[config.mk]
export PLATFORM = sky130hd
export DESIGN_NAME = uart_tx_fifo
export DESIGN_NICKNAME = d
export VERILOG_FILES = /design/src/rtl/uart_pkg.sv /design/src/rtl/uart_sync_fifo.sv /design/src/rtl/uart_tx_fifo.sv
export SDC_FILE = /design/constraint.sdc
export NUM_CORES = 1
export LEC_CHECK = 0
export CAP_MARGIN = 40
export CELL_PAD_IN_SITES_DETAIL_PLACEMENT = 1
export CELL_PAD_IN_SITES_GLOBAL_PLACEMENT = 1
export CORE_AREA = 2 2 200 153
export DETAILED_ROUTE_END_ITERATION = 16
export DIE_AREA = 0 0 202 155
export GPL_ROUTABILITY_DRIVEN = 0
export PLACE_DENSITY = 0.52
export SYNTH_ARGS = -nofsm -noshare
export SYNTH_HDL_FRONTEND = slang
export SYNTH_SLANG_ARGS = --single-unit
export TNS_END_PERCENT = 10
[constraint.sdc]
create_clock -name clk -period 3.75 [get_ports clk]
set_input_delay 0.75 -clock clk [delete_from_list [all_inputs] [get_ports clk]]
set_output_delay 0.75 -clock clk [all_outputs]
set_load 0.005 [all_outputs]
[src/rtl/uart_pkg.sv]
`default_nettype none
// ============================================================================
// Module   : uart_pkg
// Purpose  : Shared definitions for the buffered UART transmitter: parity
//            mode constants, FSM state encoding and the baud divider helpers.
// Revision : 1.0 - initial release
// ============================================================================
package uart_pkg;

    // Parity mode selectors for the PARITY parameter
    localparam int PARITY_NONE = 0;
    localparam int PARITY_ODD  = 1;
    localparam int PARITY_EVEN = 2;

    // Transmitter FSM encoding
    localparam int              ST_W      = 3;
    localparam logic [ST_W-1:0] ST_IDLE   = 3'd0;
    localparam logic [ST_W-1:0] ST_START  = 3'd1;
    localparam logic [ST_W-1:0] ST_DATA   = 3'd2;
    localparam logic [ST_W-1:0] ST_PARITY = 3'd3;
    localparam logic [ST_W-1:0] ST_STOP   = 3'd4;

    // Clock cycles per bit, truncating; a non-positive baud rate yields 0 so
    // the range check below rejects it instead of dividing by zero.
    function automatic int calc_div(input int clk_freq, input int baud_rate);
        return (baud_rate > 0) ? (clk_freq / baud_rate) : 0;
    endfunction

    // A bit must last at least two cycles for the baud counter to work.
    function automatic bit div_ok(input int div);
        return div >= 2;
    endfunction

endpackage
`default_nettype wire

[src/rtl/uart_sync_fifo.sv]
`default_nettype none
// ============================================================================
// Module   : uart_sync_fifo
// Purpose  : Single-clock FIFO holding words waiting for transmission.
// Ports    : clk, rst      - clock, synchronous active-high reset
//            i_push/i_data - write strobe and word (ignored while full)
//            i_pop         - read strobe (ignored while empty)
//            o_data        - head word, valid while not empty
//            o_full/o_empty- occupancy flags
//            o_count       - number of stored words
// Revision : 1.0 - initial release
// ============================================================================
module uart_sync_fifo #(
    parameter int WIDTH = 8,
    parameter int DEPTH = 16
) (
    input  logic                     clk,
    input  logic                     rst,
    input  logic                     i_push,
    input  logic [WIDTH-1:0]         i_data,
    input  logic                     i_pop,
    output logic [WIDTH-1:0]         o_data,
    output logic                     o_full,
    output logic                     o_empty,
    output logic [$clog2(DEPTH):0]   o_count
);

    localparam int c_ptr_w = $clog2(DEPTH);
    localparam int c_cnt_w = c_ptr_w + 1;

    logic [WIDTH-1:0]   r_mem [DEPTH];
    logic [c_ptr_w-1:0] r_wr_ptr;
    logic [c_ptr_w-1:0] r_rd_ptr;
    logic [c_cnt_w-1:0] r_count;
    logic               w_do_push;
    logic               w_do_pop;

    assign o_full    = (r_count == c_cnt_w'(DEPTH));
    assign o_empty   = (r_count == '0);
    assign o_count   = r_count;
    assign o_data    = r_mem[r_rd_ptr];
    assign w_do_push = i_push & ~o_full;
    assign w_do_pop  = i_pop & ~o_empty;

    // Storage has no reset so it can map onto plain RAM.
    always_ff @(posedge clk) begin
        if (w_do_push) begin
            r_mem[r_wr_ptr] <= i_data;
        end
    end

    // DEPTH is a power of two, so the pointers wrap by natural overflow.
    always_ff @(posedge clk) begin
        if (rst) begin
            r_wr_ptr <= '0;
            r_rd_ptr <= '0;
            r_count  <= '0;
        end else begin
            if (w_do_push) begin
                r_wr_ptr <= r_wr_ptr + c_ptr_w'(1);
            end
            if (w_do_pop) begin
                r_rd_ptr <= r_rd_ptr + c_ptr_w'(1);
            end
            case ({w_do_push, w_do_pop})
                2'b10:   r_count <= r_count + c_cnt_w'(1);
                2'b01:   r_count <= r_count - c_cnt_w'(1);
                default: r_count <= r_count;
            endcase
        end
    end

endmodule
`default_nettype wire

[src/rtl/uart_tx_fifo.sv]
`default_nettype none
// ============================================================================
// Module   : uart_tx_fifo
// Purpose  : Buffered UART transmitter. Words enter a FIFO through a
//            valid/ready handshake; the FSM frames each word (start, data
//            LSB first, optional parity, 1 or 2 stop bits) and sends queued
//            frames back-to-back.
// Ports    : clk, rst    - clock, synchronous active-high reset
//            in_data     - word to transmit
//            in_valid    - in_data valid
//            in_ready    - FIFO has room; transfer when in_valid & in_ready
//            tx          - registered serial line, idle high
//            tx_busy     - a frame is on the line
//            tx_done     - one-cycle pulse as the last stop bit completes
//            fifo_count  - queued words, excluding the frame in flight
// Revision : 1.0 - initial release
// ============================================================================
module uart_tx_fifo
    import uart_pkg::*;
#(
    parameter int CLK_FREQ   = 50_000_000,
    parameter int BAUD_RATE  = 9600,
    parameter int DATA_BITS  = 8,
    parameter int PARITY     = 0,
    parameter int STOP_BITS  = 1,
    parameter int FIFO_DEPTH = 16
) (
    input  logic                          clk,
    input  logic                          rst,
    input  logic [DATA_BITS-1:0]          in_data,
    input  logic                          in_valid,
    output logic                          in_ready,
    output logic                          tx,
    output logic                          tx_busy,
    output logic                          tx_done,
    output logic [$clog2(FIFO_DEPTH):0]   fifo_count
);

    localparam int c_div    = calc_div(CLK_FREQ, BAUD_RATE);
    localparam int c_baud_w = (c_div > 2) ? $clog2(c_div) : 1;
    localparam int c_bit_w  = 4;

    localparam logic [c_baud_w-1:0] c_baud_last = c_baud_w'(c_div - 1);
    localparam logic [c_bit_w-1:0]  c_data_last = c_bit_w'(DATA_BITS - 1);
    localparam logic [c_bit_w-1:0]  c_stop_last = c_bit_w'(STOP_BITS - 1);

    // ---------------------------------------------------------------- checks
    if (!div_ok(c_div)) begin : g_chk_div
        $fatal(1, "uart_tx_fifo: CLK_FREQ/BAUD_RATE must be >= 2");
    end
    if (DATA_BITS < 5 || DATA_BITS > 9) begin : g_chk_data_bits
        $fatal(1, "uart_tx_fifo: DATA_BITS must be 5..9");
    end
    if (PARITY != PARITY_NONE && PARITY != PARITY_ODD && PARITY != PARITY_EVEN) begin : g_chk_parity
        $fatal(1, "uart_tx_fifo: PARITY must be 0, 1 or 2");
    end
    if (STOP_BITS != 1 && STOP_BITS != 2) begin : g_chk_stop_bits
        $fatal(1, "uart_tx_fifo: STOP_BITS must be 1 or 2");
    end
    if (FIFO_DEPTH < 2 || (FIFO_DEPTH & (FIFO_DEPTH - 1)) != 0) begin : g_chk_depth
        $fatal(1, "uart_tx_fifo: FIFO_DEPTH must be a power of two >= 2");
    end

    // ------------------------------------------------------------------ FIFO
    logic [DATA_BITS-1:0] w_fifo_data;
    logic                 w_fifo_full;
    logic                 w_fifo_empty;
    logic                 w_pop;

    uart_sync_fifo #(
        .WIDTH (DATA_BITS),
        .DEPTH (FIFO_DEPTH)
    ) u_fifo (
        .clk     (clk),
        .rst     (rst),
        .i_push  (in_valid),
        .i_data  (in_data),
        .i_pop   (w_pop),
        .o_data  (w_fifo_data),
        .o_full  (w_fifo_full),
        .o_empty (w_fifo_empty),
        .o_count (fifo_count)
    );

    assign in_ready = ~w_fifo_full;

    // ----------------------------------------------------------- transmitter
    logic [ST_W-1:0]      r_state;
    logic [c_baud_w-1:0]  r_baud_cnt;
    logic [c_bit_w-1:0]   r_bit_cnt;
    logic [DATA_BITS-1:0] r_shift;
    logic                 r_parity;
    logic                 r_tx;
    logic                 r_tx_done;

    logic [ST_W-1:0]      w_state_nxt;
    logic [c_baud_w-1:0]  w_baud_nxt;
    logic [c_bit_w-1:0]   w_bit_nxt;
    logic [DATA_BITS-1:0] w_shift_nxt;
    logic                 w_parity_nxt;
    logic                 w_tx_nxt;
    logic                 w_done_nxt;
    logic                 w_load;
    logic                 w_tick;
    logic                 w_load_parity;

    // Parity is taken from the word as it leaves the FIFO, because the shift
    // register no longer holds the whole word by the time the bit is sent.
    assign w_load_parity = (PARITY == PARITY_EVEN) ? (^w_fifo_data) : (~^w_fifo_data);

    // Last cycle of the current bit
    assign w_tick = (r_baud_cnt == c_baud_last);

    always_comb begin
        w_state_nxt  = r_state;
        w_baud_nxt   = w_tick ? '0 : (r_baud_cnt + c_baud_w'(1));
        w_bit_nxt    = r_bit_cnt;
        w_shift_nxt  = r_shift;
        w_parity_nxt = r_parity;
        w_tx_nxt     = r_tx;
        w_done_nxt   = 1'b0;
        w_pop        = 1'b0;
        w_load       = 1'b0;

        case (r_state)
            ST_IDLE: begin
                w_baud_nxt = '0;
                w_bit_nxt  = '0;
                w_tx_nxt   = 1'b1;
                if (!w_fifo_empty) begin
                    w_load = 1'b1;
                end
            end
            ST_START: begin
                if (w_tick) begin
                    w_state_nxt = ST_DATA;
                    w_tx_nxt    = r_shift[0];
                end
            end
            ST_DATA: begin
                if (w_tick) begin
                    if (r_bit_cnt == c_data_last) begin
                        w_bit_nxt = '0;
                        if (PARITY != PARITY_NONE) begin
                            w_state_nxt = ST_PARITY;
                            w_tx_nxt    = r_parity;
                        end else begin
                            w_state_nxt = ST_STOP;
                            w_tx_nxt    = 1'b1;
                        end
                    end else begin
                        // tx is registered, so present the bit after the one
                        // currently shifting out.
                        w_bit_nxt   = r_bit_cnt + c_bit_w'(1);
                        w_shift_nxt = r_shift >> 1;
                        w_tx_nxt    = r_shift[1];
                    end
                end
            end
            ST_PARITY: begin
                if (w_tick) begin
                    w_state_nxt = ST_STOP;
                    w_tx_nxt    = 1'b1;
                end
            end
            ST_STOP: begin
                if (w_tick) begin
                    if (r_bit_cnt == c_stop_last) begin
                        w_done_nxt = 1'b1;
                        w_bit_nxt  = '0;
                        if (!w_fifo_empty) begin
                            w_load = 1'b1;
                        end else begin
                            w_state_nxt = ST_IDLE;
                            w_tx_nxt    = 1'b1;
                        end
                    end else begin
                        w_bit_nxt = r_bit_cnt + c_bit_w'(1);
                    end
                end
            end
            default: begin
                w_state_nxt = ST_IDLE;
                w_tx_nxt    = 1'b1;
            end
        endcase

        // Shared by IDLE and the end of STOP so back-to-back frames need no
        // idle cycle in between.
        if (w_load) begin
            w_pop        = 1'b1;
            w_shift_nxt  = w_fifo_data;
            w_parity_nxt = w_load_parity;
            w_state_nxt  = ST_START;
            w_tx_nxt     = 1'b0;
            w_baud_nxt   = '0;
            w_bit_nxt    = '0;
        end
    end

    always_ff @(posedge clk) begin
        if (rst) begin
            r_state    <= ST_IDLE;
            r_baud_cnt <= '0;
            r_bit_cnt  <= '0;
            r_shift    <= '0;
            r_parity   <= 1'b0;
            r_tx       <= 1'b1;
            r_tx_done  <= 1'b0;
        end else begin
            r_state    <= w_state_nxt;
            r_baud_cnt <= w_baud_nxt;
            r_bit_cnt  <= w_bit_nxt;
            r_shift    <= w_shift_nxt;
            r_parity   <= w_parity_nxt;
            r_tx       <= w_tx_nxt;
            r_tx_done  <= w_done_nxt;
        end
    end

    assign tx      = r_tx;
    assign tx_busy = (r_state != ST_IDLE);
    assign tx_done = r_tx_done;

endmodule
`default_nettype wire
# ---- Yosys cells after proc, flatten, opt, wreduce, memory -nomap -nowiden
# Memories as Yosys holds them, arrays and structs flattened. A register that Yosys moved wholly into a read port is not among the register bits.
# Index checks and enable logic that the tools add are counted.
dict set report op_classes {
  n_reduce_logical 16
  mux 38
  n_eq_ne 25
  add_sub_neg 6
  bitwise_logic 7
}
# cell n
set op_table {}
lappend op_table {{$mux 8} 4}
lappend op_table {{$mux 4} 6}
lappend op_table {{$mux 3} 7}
lappend op_table {{$ne 3x3->1 const B} 6}
lappend op_table {{$mux 1} 16}
lappend op_table {{$ne 2x2->1 const B} 8}
lappend op_table {{$reduce_and 8->1} 2}
lappend op_table {{$pmux 3 s5} 1}
lappend op_table {{$add 13x1->13 const B} 1}
lappend op_table {{$eq 13x13->1 const B} 1}
lappend op_table {{$add 4x1->4 const B} 3}
lappend op_table {{$pmux 4 s3} 1}
lappend op_table {{$pmux 5 s2} 1}
lappend op_table {{$eq 3x2->1 const B} 2}
lappend op_table {{$reduce_and 3->1} 2}
lappend op_table {{$reduce_and 6->1} 1}
lappend op_table {{$reduce_bool 2->1} 3}
lappend op_table {{$reduce_bool 3->1} 2}
lappend op_table {{$add 5x1->5 const B} 1}
lappend op_table {{$eq 5x5->1 const B} 1}
lappend op_table {{$logic_not 5->1} 1}
lappend op_table {{$not 1->1} 5}
lappend op_table {{$sub 5x1->5 const B} 1}
lappend op_table {{$eq 4x3->1 const B} 1}
lappend op_table {{other kinds (14)} 15}
dict set report totals {
  reg_bits 43
  ramBits 128
  memories 1
  input_bits 11
  word_cells 103
  out_inout_bits 9
}
# memory depth width rd rd_clocked_by_memory_dff wr line_no
set memory_table {}
lappend memory_table {u_fifo.r_mem 16 8 1 1 1 uart_sync_fifo.sv:31} ;# logic [WIDTH-1:0] r_mem [DEPTH];

# ---- Logic depth before layout (Yosys ltp)
dict set report logic_depth {
  depth_word 9
  ltp_mapped 15
  depth_no_buf 13
}

# ---- By module
# From an unflattened synthesis, not the netlist that was laid out.
dict set report unflattened {
  hier_cells 525
  area_unflattened_um2 7561.0
}
# module cells_per_inst area_each_um2 seq_area_each_um2 instances
set by_module_without_submodules {}
lappend by_module_without_submodules {uart_sync_fifo 330 5891.9 4184.0 1}
lappend by_module_without_submodules {uart_tx_fifo 195 1669.1 600.6 1}

# ---- Worst setup path before layout
# Ideal clock, no wire load.
dict set report synth_timing {
  kind {register to register}
  start {register r_bit_cnt[0]}
  end {register u_fifo.r_count[4], in the netlist u_fifo.o_count[4]}
  arrival_time_ns 3.233
  n_path_buf 2
  required_ns 3.629
  setup_ns 0.121
  stages_incl_launch_ff 16
  synth_period_minus_slack_ns 3.354
  setup_slack_ns 0.396
  cell_sequence {dfxtp_1 > inv_1 > ha_1 > or3b_1 > nand4b_1 > a21oi_2 > buf_4 > ha_1 > clkbuf_1 > xor2_1 > ha_1 > a211o_1 > nand2_1 > nand3b_1 > a31oi_1 > mux2_2}
}
dict set report synth_between {
  elab_chain_len 8
  elab_cells_between_ends 10
  cone_classes {eq/ne: 2; mux: 5; bitwise: 1; reduce/logical: 2}
}
# element line_no
set synth_rtl {}
lappend synth_rtl {{start: declaration} uart_tx_fifo.sv:90} ;# logic [c_bit_w-1:0] r_bit_cnt;
lappend synth_rtl {{start signal: assignment} uart_tx_fifo.sv:213} ;# r_bit_cnt <= w_bit_nxt;
lappend synth_rtl {{$logic_not 4->1 *} uart_tx_fifo.sv:168} ;# if (r_bit_cnt == c_stop_last) begin
lappend synth_rtl {{$mux 1 *} uart_tx_fifo.sv:168}
lappend synth_rtl {{$mux 1 *} uart_tx_fifo.sv:167} ;# if (w_tick) begin
lappend synth_rtl {{$pmux 1 s2 *} uart_tx_fifo.sv:125} ;# case (r_state)
lappend synth_rtl {{$mux 1 *} uart_tx_fifo.sv:190} ;# if (w_load) begin
lappend synth_rtl {{$and 1x1->1 *} uart_sync_fifo.sv:43} ;# assign w_do_pop = i_pop & ~o_empty;
lappend synth_rtl {{$eq 2x1->1 or $eq 2x2->1 (tied branches)} uart_sync_fifo.sv:65} ;# case ({w_do_push, w_do_pop})
lappend synth_rtl {{$pmux 5 s2 or $reduce_bool 2->1 (tied branches)} n/a}
lappend synth_rtl {{end signal: assignment} uart_sync_fifo.sv:66} ;# 2'b10: r_count <= r_count + c_cnt_w'(1);
lappend synth_rtl {{end signal: assignment} uart_sync_fifo.sv:67} ;# 2'b01: r_count <= r_count - c_cnt_w'(1);
lappend synth_rtl {{end signal: assignment} uart_sync_fifo.sv:68} ;# default: r_count <= r_count;
lappend synth_rtl {{end: declaration} uart_sync_fifo.sv:34} ;# logic [c_cnt_w-1:0] r_count;
# Mark *: on every way between the ends. The rest lies on a longest branch, timed or not.
# A chain may end at the register's enable or synchronous reset.

# ---- Worst setup path after layout
# Ends and elaborated chain as after synthesis.

==> PnR_summary.wiki <==
{| class="wikitable"
! Metric !! Value
|-
| Effective utilization at floorplan || 0.245
|-
| Seq cells post-synth || 175
|-
| Number of clock sinks seen by CTS || 175
|-
| Number of cells after detailed placement || 901
|-
| Max-slew violation count || 0
|-
| Remaining routing DRC violations || 0
|-
| Overall die width || 202 µm
|-
| Achievable clock frequency || 303 MHz
|-
| All-layer global routing usage || 0.115
|-
| Prevailing post-synth register cell || sky130_fd_sc_hd__edfxtp_1
|-
| Post-synthesis cell count || 480
|-
| Core outline area || 29500 µm²
|-
| Most frequent cells in the layout || sky130_fd_sc_hd__edfxtp_1 (128), sky130_fd_sc_hd__nor2_1 (48), sky130_fd_sc_hd__dfxtp_1 (46), sky130_fd_sc_hd__mux4_2 (32), sky130_fd_sc_hd__nand2_1 (26)
|-
| Global-route wire length before repair || 26.6 mm
|-
| Final critical-path required period || 3.30 ns
|-
| Wirelength per Cell || 18.2 µm
|-
| Max_cap viols || 0
|-
| Slew at the pin closest to its max-slew limit || 0.844 ns
|-
| Full die area || 31300 µm²
|-
| Total detailed-routing wirelength || 17.0 mm
|-
| Slew margin rel. || 0.436
|-
| Register area share after synthesis || 0.663
|-
| Number of buffers created by CTS || 17
|-
| Clock Tree Buf Depth || 2
|-
| Number of H-tree levels || 4
|-
| Pin count of the biggest net entering global routing || 20
|-
| Total power draw || 5.43 mW
|-
| Arrival time at the worst endpoint || 3.62 ns
|-
| Number of endpoints failing setup at the final stage || 0
|-
| Unrepaired setup endpoints after global routing || no
|-
| Syn Nets || 503
|-
| Post-synthesis cell area || 7220 µm²
|-
| First-pass iteration count of the detailed router || 4
|-
| Ordered cell list for the critical path || inv_1, ha_1, or3b_1, nand4b_1, a21oi_2, ha_1, xor2_1, ha_1, a211o_1, nand2_1, nand3b_1, a31oi_1, mux2_2
|-
| Worst-case vdd ir drop || 0.359 mV
|-
| Count of nets left with antenna violations after detail routing || 0
|-
| Root buffer cell || sky130_fd_sc_hd__clkbuf_16
|-
| Overflow left after global routing || 0
|-
| Area Growth Syn to Fin || 18.6%
|-
| Inserted Diodes || 0
|-
| Start-to-end type of the worst setup path || flip-flop to flip-flop
|-
| TNS Setup || 0 ns
|-
| Number of enable flip-flop cells after synthesis || 128
|-
| Final HPWL from detailed placement || 11.5 mm
|-
| Height of the die || 155 µm
|-
| Clock slew seen by the registers of the worst setup and hold paths || 0.07 ns
|-
| Antenna violations before repair || 0
|-
| Final setup skew || 0.0126 ns
|-
| Quantity of hold-fixing buffers added after cts || 0
|-
| Number of placed I/O pins || 20
|-
| Leakage power of the design || 2.74 nW
|-
| Count of final hold-check violations || 0
|-
| Number of vias per cell || 4.42
|-
| Ratio of cells with drive above 1 in the final layout || 0.180
|-
| Site Rows || 55
|-
| 1st-iter DRT viols || 201
|-
| Commonest non-fill, non-tap cell in the layout || sky130_fd_sc_hd__edfxtp_1
|-
| Final cell count without fillers || 933
|-
| Number of library cell types mapped by synthesis || 58
|-
| Port-buffer cells || 19
|-
| DR vias || 4127
|-
| Critical path startpoint category || flip-flop
|-
| Number of nets in the finished design || 544
|-
| Clk_lat worst skew || 0.44 ns
|-
| Number of global-route vias before repair || 4405
|-
| Buffers inserted during post-CTS setup optimization || 0
|-
| TritonCTS clock tree || built
|-
| Most frequent cell on the critical path || sky130_fd_sc_hd__ha_1
|-
| Critical path required time || 4.07 ns
|-
| Critical path endpoint category || flip-flop
|-
| Critical-path maximum fanout || 10
|-
| Power density cells || 635 nW/µm²
|-
| Share of the cycle needed by the critical path after routing || 0.880
|-
| Largest stage delay on the critical path || 0.44 ns
|-
| Quantity of gates resized following cts || 0
|-
| Async set or reset register ratio after synthesis || 0
|-
| Number of warning messages in the yosys log || 0
|-
| Cell type of the slowest stage on the worst timing path || sky130_fd_sc_hd__or3b_1
|-
| Avg Inst Size Synth || 15.0 µm²
|-
| Result of the run || complete, no violations
|-
| Type of the tightest min-delay check || flip-flop to flip-flop
|}
==> area by class of cell <==
class,count,area (µm²)
Tap cell,399,499
Timing Repair Buffer,44,385
Sequential cell,175,4790
Clock buffer,19,433
Clock inverter,13,128
Fill cell,3132,21000
Multi-Input combinational cell,274,2300
Inverter,9,33.8
==> final timing paths <==
path,start,end,slack [ns],cells past startpoint
max,r_bit_cnt[0],u_fifo.o_count[4],0.45,13
min,r_baud_cnt[0],r_baud_cnt[0],0.46,1
max reg2reg,r_bit_cnt[0],u_fifo.o_count[4],0.45,13
min reg2reg,r_baud_cnt[0],r_baud_cnt[0],0.46,1
==> worst max-delay path: cells and delay by family, from the launching register on <==
family | cells | cell delay [ns]
adder cells (fa/ha/maj) | 3 | 0.77
XOR/XNOR | 1 | 0.12
buffers and inverters | 1 | 0.07
AND/OR/NAND/NOR | 4 | 0.89
AO/OA/AOI/OAI | 3 | 0.68
multiplexers | 1 | 0.35
flip-flops | 1 | 0.34
==> where the power goes <==
part           total, mW  switching, mW  internal (mW)
logic               1.31          0.690          0.624
clock network       1.73          0.800          0.928
registers           2.39          0.177           2.21
==> per-layer routing <==
layer,part of all wire,vias to the layer above,track usage
met1,0.50,2150,0.158
met3,0.034,14,0.0268
met4,0.012,0,0.0417
met5,0,-,0
met2,0.46,44,0.178
li1,-,1919,-
==> stage by stage <==
stage	cell area (µm²)	utilization	setup slack (ns)	hold WS [ns]
2_1_floorplan	7220	-	0.396	0.430
3_3_place_gp	7970	0.270	0.502	0.443
3_5_place_dp	8000	0.271	0.448	0.454
4_1_cts	8560	0.290	0.430	0.470
5_1_grt	8560	0.290	0.120	0.506
6_report	8560	0.290	0.449	0.464
==> logic make-up after synthesis <==
group | Yosys count | share of synthesized area
buf+inv | 31 | 0.0194
mux | 48 | 0.123
fa+ha+maj | 12 | 0.0208
flops | 175 | 0.663
simple gates | 142 | 0.102
xor+xnor | 20 | 0.0243
compound gates | 52 | 0.0480
==> Yosys cell counts (all sizes together), types with 7 or more instances <==
library cell,number,area [µm²]
a21oi,15,78.8
a22oi,10,75.1
and3,7,43.8
buf,13,72.6
clkbuf,9,33.8
dfxtp,47,941
edfxtp,128,3840
ha,12,150
inv,9,33.8
mux2i,13,130
mux4,32,721
nand2,26,97.6
nand3,9,45.0
nand3b,8,60.1
nor2,48,180
nor3,9,50.1
o21ai,7,35.0
xnor2,8,70.1
xor2,12,105
==> registers in the layout, indices dropped and copies added, names as in the netlist, named ones only <==
| register | count |
|---|---|
| r_baud_cnt | 13 |
| r_bit_cnt | 4 |
| r_shift | 8 |
| r_state | 3 |
| tx | 1 |
| tx_done | 1 |
| u_fifo.o_count | 5 |
| u_fifo.r_mem | 128 |
| u_fifo.r_rd_ptr | 4 |
| u_fifo.r_wr_ptr | 4 |
Power figures use the tool's default switching activity.
